`config.mk`:
```
export PLATFORM = sky130hd
export DESIGN_NAME = serial_compare8
export DESIGN_NICKNAME = d
export VERILOG_FILES = /design/src/rtl/compare_pkg.sv /design/src/rtl/compare_bit_cell.sv /design/src/rtl/serial_compare8.sv
export SDC_FILE = /design/constraint.sdc
export NUM_CORES = 1
export LEC_CHECK = 0
export BUFFER_PORTS_ARGS = -buffer_cell sky130_fd_sc_hd__buf_2
export CORE_MARGIN = 2
export CORE_UTILIZATION = 52
export CTS_CLUSTER_DIAMETER = 100
export CTS_CLUSTER_SIZE = 28
export DETAILED_ROUTE_END_ITERATION = 10
export PLACE_DENSITY = 0.77
export REMOVE_ABC_BUFFERS = 1
export SLEW_MARGIN = 20
export SYNTH_ARGS = -nofsm -noshare
export SYNTH_HDL_FRONTEND = slang
export SYNTH_HIERARCHICAL = 1
export SYNTH_SLANG_ARGS = --single-unit
```
`constraint.sdc`:
```
create_clock -name iClk -period 2.25 [get_ports iClk]
set_clock_uncertainty 0.2 [all_clocks]
set_input_delay 0.225 -clock iClk [delete_from_list [all_inputs] [get_ports iClk]]
set_output_delay 0.225 -clock iClk [all_outputs]
set_load 0.005 [all_outputs]
```
`src/rtl/compare_pkg.sv`:
```
// Shared definitions for the bit-serial comparator: one-hot result codes
// and the controller state encoding.
package compare_pkg;

  localparam logic [2:0] CMP_GT   = 3'b100;
  localparam logic [2:0] CMP_EQ   = 3'b010;
  localparam logic [2:0] CMP_LT   = 3'b001;
  localparam logic [2:0] CMP_NONE = 3'b000;

  typedef enum logic [1:0] {
    IDLE  = 2'd0,
    SHIFT = 2'd1,
    DONE  = 2'd2
  } state_t;

endpackage

```
`src/rtl/compare_bit_cell.sv`:
```
// One step of an MSB-first magnitude compare: the first differing bit pair
// decides the result, later pairs cannot change it.
module compare_bit_cell (
  input  logic i_a_bit,
  input  logic i_b_bit,
  input  logic i_decided,
  input  logic i_gt,
  output logic o_decided,
  output logic o_gt
);

  always_comb begin
    o_decided = i_decided;
    o_gt      = i_gt;
    if (!i_decided && (i_a_bit != i_b_bit)) begin
      o_decided = 1'b1;
      o_gt      = i_a_bit;
    end
  end

endmodule

```
`src/rtl/serial_compare8.sv`:
```
// Bit-serial magnitude comparator: scans operand bit pairs MSB first, one
// pair per clock, and reports a one-hot GT/EQ/LT result with a done pulse.
module serial_compare8
  import compare_pkg::*;
#(
  parameter int WIDTH      = 8,
  parameter bit EARLY_EXIT = 1'b1
) (
  input  logic             iClk,
  input  logic             iRst_n,
  input  logic             iStart,
  input  logic [WIDTH-1:0] iData_a,
  input  logic [WIDTH-1:0] iData_b,
  output logic             oBusy,
  output logic             oDone,
  output logic [2:0]       oData,
  output state_t           oState
);

  localparam int CNT_W = (WIDTH > 1) ? $clog2(WIDTH) : 1;

  // Handshake: iStart is a request sampled only in IDLE or DONE; oBusy is high
  // throughout SHIFT; oDone is high for exactly the DONE cycle and oData is
  // valid from that cycle until the next DONE.

  state_t           r_state;
  state_t           w_state_nxt;
  logic [WIDTH-1:0] r_sa;
  logic [WIDTH-1:0] r_sb;
  logic [CNT_W-1:0] r_cnt;
  logic             r_decided;
  logic             r_gt;
  logic [2:0]       r_data;

  logic             w_load;
  logic             w_exit;
  logic             w_decided_nxt;
  logic             w_gt_nxt;

  compare_bit_cell u_cell (
    .i_a_bit   (r_sa[WIDTH-1]),
    .i_b_bit   (r_sb[WIDTH-1]),
    .i_decided (r_decided),
    .i_gt      (r_gt),
    .o_decided (w_decided_nxt),
    .o_gt      (w_gt_nxt)
  );

  always_ff @(posedge iClk or negedge iRst_n) begin
    if (!iRst_n) r_state <= IDLE;
    else         r_state <= w_state_nxt;
  end

  always_comb begin
    w_state_nxt = r_state;
    w_load      = 1'b0;
    w_exit      = 1'b0;
    case (r_state)
      IDLE: begin
        if (iStart) begin
          w_load      = 1'b1;
          w_state_nxt = SHIFT;
        end
      end
      SHIFT: begin
        w_exit = (r_cnt == '0) || (EARLY_EXIT && w_decided_nxt && !r_decided);
        if (w_exit) w_state_nxt = DONE;
      end
      DONE: begin
        if (iStart) begin
          w_load      = 1'b1;
          w_state_nxt = SHIFT;
        end else begin
          w_state_nxt = IDLE;
        end
      end
      default: w_state_nxt = IDLE;
    endcase
  end

  always_ff @(posedge iClk or negedge iRst_n) begin
    if (!iRst_n) begin
      r_sa      <= '0;
      r_sb      <= '0;
      r_cnt     <= '0;
      r_decided <= 1'b0;
      r_gt      <= 1'b0;
      r_data    <= CMP_NONE;
    end else if (w_load) begin
      r_sa      <= iData_a;
      r_sb      <= iData_b;
      r_cnt     <= CNT_W'(WIDTH - 1);
      r_decided <= 1'b0;
      r_gt      <= 1'b0;
    end else if (r_state == SHIFT) begin
      r_sa      <= r_sa << 1;
      r_sb      <= r_sb << 1;
      // Hold at zero on the final step so the counter never wraps.
      if (r_cnt != '0) r_cnt <= r_cnt - 1'b1;
      r_decided <= w_decided_nxt;
      r_gt      <= w_gt_nxt;
      if (w_exit) begin
        if (!w_decided_nxt) r_data <= CMP_EQ;
        else if (w_gt_nxt)  r_data <= CMP_GT;
        else                r_data <= CMP_LT;
      end
    end
  end

  assign oBusy  = (r_state == SHIFT);
  assign oDone  = (r_state == DONE);
  assign oData  = r_data;
  assign oState = r_state;

endmodule

```
## After elaboration in Yosys (flattened, before gate mapping)

Index checks and enable logic that the tools add are counted.
W data, S select, Z words.

- Logic and storage cells: 49
- Register bits: 26
- Bits of input ports: 19

- Muxes and demuxes: 22
- Eq/ne operators: 5
- $add $sub $neg: 1
- Reduce and logical (&&, ||, !) cells: 13
- Bitwise gates (word level): 1

Operator list:

| kind | count |
|---|---|
| $mux W8 | 4 |
| $mux W3 | 5 |
| $mux W1 | 10 |
| $pmux W2 S3 | 1 |
| $mux W2 | 2 |
| $reduce_and A2 Y1 | 2 |
| $reduce_bool A2 Y1 | 2 |
| $logic_not A3 Y1 | 1 |
| $reduce_and A3 Y1 | 1 |
| $reduce_bool A3 Y1 | 1 |
| $sub A3 B1 Y3 const B | 1 |
| $eq A2 B1 Y1 const B | 1 |
| $eq A2 B2 Y1 const B | 1 |
| $logic_and A1 B1 Y1 | 2 |
| $logic_not A2 Y1 | 1 |
| $ne A2 B1 Y1 const B | 1 |
| $ne A2 B2 Y1 const B | 1 |
| $reduce_or A2 Y1 | 1 |
| $logic_not A1 Y1 | 1 |
| $logic_or A1 B1 Y1 | 1 |
| $ne A1 B1 Y1 | 1 |
| $not A1 Y1 | 1 |

## Longest topological paths before layout

- Word-level depth: 7
- Mapped depth: 6

## Modules after synthesis

The synthesis kept the hierarchy.

Modules (own cells, without submodules):

| module | sequential area each (um2) | times used | cells each | area each (um2) |
|---|---|---|---|---|
| serial_compare8 | 650.6 | 1 | 111 | 1174.9 |
| compare_bit_cell | 0.0 | 1 | 6 | 31.3 |

## Worst setup path after synthesis

No wires, ideal clock.

- Kind: reg2reg
- From: register r_sa[7]
- To: register r_data[0], in the netlist oData[0]
- Slack: 646 ps
- Path buffers: 0
- Data arrival time: 1279 ps
- Stages on the path, launching flop included: 6
- Setup time: 125 ps
- Required time: 1925 ps
- Cell sequence: dfrtp_1 xnor2_1 nand2_1 nand2b_1 a21oi_4 mux2_2

- Word-level cells in the longest chain between the ends: 7

Ends and longest elaborated chain:

| what | line | RTL |
|---|---|---|
| start: declaration | serial_compare8.sv:28 | `logic [WIDTH-1:0] r_sa;` |
| start signal: assignment | serial_compare8.sv:90 | `r_sa <= iData_a;` |
| start signal: assignment | serial_compare8.sv:96 | `r_sa <= r_sa << 1;` |
| $ne A1 B1 Y1 * | compare_bit_cell.sv:15 | `if (!i_decided && (i_a_bit != i_b_bit)) begin` |
| $logic_and A1 B1 Y1 * | compare_bit_cell.sv:15 |  |
| $mux W1 * | compare_bit_cell.sv:15 |  |
| named net w_decided_nxt | serial_compare8.sv:37 | `logic w_decided_nxt;` |
| $logic_and A1 B1 Y1 | serial_compare8.sv:66 | `w_exit = (r_cnt == '0) \|\| (EARLY_EXIT && w_decided_nxt && !r_decided);` |
| $logic_or A1 B1 Y1 | serial_compare8.sv:66 |  |
| $mux W1 | serial_compare8.sv:58 | `case (r_state)` |
| $reduce_and A3 Y1 (no line) | n/a |  |
| end signal: assignment | serial_compare8.sv:88 | `r_data <= CMP_NONE;` |
| end signal: assignment | serial_compare8.sv:103 | `if (!w_decided_nxt) r_data <= CMP_EQ;` |
| end signal: assignment | serial_compare8.sv:104 | `else if (w_gt_nxt) r_data <= CMP_GT;` |
| end: declaration | serial_compare8.sv:33 | `logic [2:0] r_data;` |

Mark *: on every way through the listed nets, which the timed path passes. The rest lies on a longest branch.
A chain may end at the register's enable or synchronous reset.

## Final worst setup path

- From: register r_state[1], in the netlist oState[1]
- To: output oBusy

- Word-level cells in the longest chain between the ends: 1

Ends and longest elaborated chain:

| what | line | RTL |
|---|---|---|
| start: declaration | serial_compare8.sv:26 | `state_t r_state;` |
| start signal: assignment | serial_compare8.sv:51 | `else r_state <= w_state_nxt;` |
| $eq A2 B1 Y1 | serial_compare8.sv:110 | `assign oBusy = (r_state == SHIFT);` |
| end: declaration | serial_compare8.sv:14 | `output logic oBusy,` |

Every way passes these cells.

==> results.sh <==
export IMPL_ant_nets=0
export IMPL_cp_startpoint="oState[1]"
export IMPL_finalHoldViolCount=0
export IMPL_seq_area_frac_synth=0.5394
export IMPL_rsz0062_at_grt="no"
export IMPL_synth_cell_types=26
export IMPL_dieArea_sq_mm=0.002721
export IMPL_wl_microns=2531
export IMPL_regToRegSetupSlack_ns=0.50
export IMPL_fmax_mhz=520.5
export IMPL_total_power_mw=1.893
export IMPL_antenna_cells=0
export IMPL_start_util=0.5452
export IMPL_grt_antenna_before_repair=0
export IMPL_worst_slew_pin_slew_ns=0.6340
export IMPL_timing_max_cap_violations=0
export IMPL_syn_area_sq_mm=0.001206
export IMPL_endpoint_kind="primary output"
export IMPL_yosysWarnings=6
export IMPL_critPathKind="flip-flop to primary output"
export IMPL_r2r_start="oState[1]"
export IMPL_drtPass1Iterations=4
export IMPL_mostFrequentLayoutCells="dfrtp_1, buf_2, dlygate4sd3_1, nand3_1, nand2_1"
export IMPL_cts_hold_buffers=17
export IMPL_die_y_microns=52.16
export IMPL_insertion_delay_ns=0.32
export IMPL_cts_root_buf="clkbuf_4"
export IMPL_overflow=0
export IMPL_cts_sinks=26
export IMPL_pin_count=26
export IMPL_power_leakage_nw=0.7482
export IMPL_cts_tree="built"
export IMPL_viasPerCell=5.707
export IMPL_rows=17
export IMPL_multiInputGateArea_sq_um=478.0
export IMPL_grt_pass1_wl_microns=4347
export IMPL_n_fill_cell=183
export IMPL_io_buffers=25
export IMPL_postCtsSetupRepairBufs=0
export IMPL_final_common_cell="dfrtp_1"
export IMPL_syn2layout_area_growth_pct=25.93
export IMPL_ys_ff_latch=26
export IMPL_dpl_hpwl_microns=1609
export IMPL_whs_ns=0.2119
export IMPL_ff_latch_area_sq_um=650.6
export IMPL_path_max_fanout=22
export IMPL_post_cts_resize_count=0
export IMPL_layout_drive_gt1_share=0.2115
export IMPL_powerDensity_mw_per_mm2=1246
export IMPL_maxSlewHeadroom=0.5773
export IMPL_htree_levels=1
export IMPL_setup_viol=0
export IMPL_rr_worst_depth=4
export IMPL_cts_buffer_depth=2
export IMPL_peakVddDrop_mv=0.8661
export IMPL_slew_violations=0
export IMPL_wire_per_inst_microns=13.76
export IMPL_startpoint_type="flip-flop"
export IMPL_drc=0
export IMPL_grt_pass1_vias=963
export IMPL_die_width_microns=52.16
export IMPL_via_count=1050
export IMPL_critPathArrivalTime_ns=1.50
export IMPL_layout_nets=179
export IMPL_grt_max_degree=27
export IMPL_drt_iter0_markers=30
export IMPL_required_ns=1.82
export IMPL_netlist_instances=117
export IMPL_place_congestion=0.7077
export IMPL_syn_area_per_cell_sq_um=10.31
export IMPL_rr_endpoint="r_cnt[2]"
export IMPL_min_path_type="input port to asynchronous set/reset pin"
export IMPL_worstSetupEndpoint="oBusy"
export IMPL_fin_tns_setup_ns=0
export IMPL_cts_buffers=3
export IMPL_min_period_ns=1.921
export IMPL_post_route_period_util=0.8539
export IMPL_clk_pin_slew_ns=0.14
export IMPL_grt_usage=0.2230
export IMPL_status="complete, no violations"
export IMPL_coreArea_sq_mm=0.002212
## cells by family (layout without fill, tap and decap cells)
| logic type | Yosys count | in the layout | synth area share |
|---|---|---|---|
| buffers and inverters | 14 | 53 | 0.06431 |
| muxes | 3 | 3 | 0.02593 |
| DFF | 26 | 26 | 0.5394 |
| and+or+nand+nor | 44 | 44 | 0.1712 |
| AOI/OAI and AO/OA | 27 | 27 | 0.1712 |
| xor gates and xnor gates | 1 | 1 | 0.007263 |
| adders and majority gates | 2 | 2 | 0.02074 |
## synth_stat cells, drive strengths merged
cell	n	area [sq um]
buf	8	55.05
a21boi	1	7.510
nor2b	4	25.02
mux2	1	11.26
nor3	1	5.000
xnor2	1	8.760
nand2	16	60.06
a22oi	13	97.59
a311o	1	10.01
o22ai	1	6.260
nand2b	4	25.02
inv	6	22.52
nand3	16	80.08
a22o	4	35.03
o311ai	1	8.760
nor2	3	11.26
dfrtp	26	650.6
ha	2	25.02
a21oi	2	21.27
mux2i	2	20.02
o21ai	4	20.01
## area by class of cell
cell class | count | area share
clock buffers | 3 | 0.01483
well taps | 28 | 0.02306
inverters | 6 | 0.01483
multi-input cells | 77 | 0.3147
repair buffers | 44 | 0.2043
flip-flops and latches | 26 | 0.4283
## sequential cells by signal, summed over array words and instances, names as in the netlist
signal,count
r_sb,8
r_decided,1
r_sa,8
r_cnt,3
r_gt,1
oState,2
oData,3
## metal layers
| metal | wire [microns] | track usage |
|---|---|---|
| met2 | 1313 | 0.3882 |
| met4 | 42 | 0.08547 |
| met5 | 0 | 0 |
| met1 | 1035 | 0.2762 |
| met3 | 139 | 0.03736 |
## worst min-delay path by stage
stage	endpoint	slack, ns	start
6_report	oState[0]	0.21	iRst_n
5_1_grt	oState[0]	0.27	iRst_n
4_1_cts	oState[0]	0.23	iRst_n
3_5_place_dp	oState[0]	0.05	iRst_n
3_3_place_gp	oState[0]	0.05	iRst_n
2_1_floorplan	oData[0]	-0.27	iRst_n
## power breakdown
| part | total (mW) | switching, mW | internal, mW |
|---|---|---|---|
| combinational | 0.874 | 0.490 | 0.384 |
| sequential | 0.829 | 0.139 | 0.690 |
| clock | 0.190 | 0.127 | 0.0626 |
## through the flow
step | std cells | area (sq um) | util | setup WS, ns
final | 184 | 1519 | 0.6867 | 0.3288
after global routing | 184 | 1519 | 0.6867 | 0.2256
after CTS | 184 | 1519 | 0.6867 | 0.3191
after detailed placement | 164 | 1326 | 0.5995 | 0.5295
after global placement | 164 | 1326 | 0.5995 | 0.5702
after floorplan | 109 | 1151 | - | 0.4078
## critical path, stage by stage, from the launching register on
cell,delay (ns)
dfrtp_1,0.40
nand2b_1,0.24
inv_2,0.34
buf_2,0.19
No activity file was read; power rests on OpenSTA's default activity.
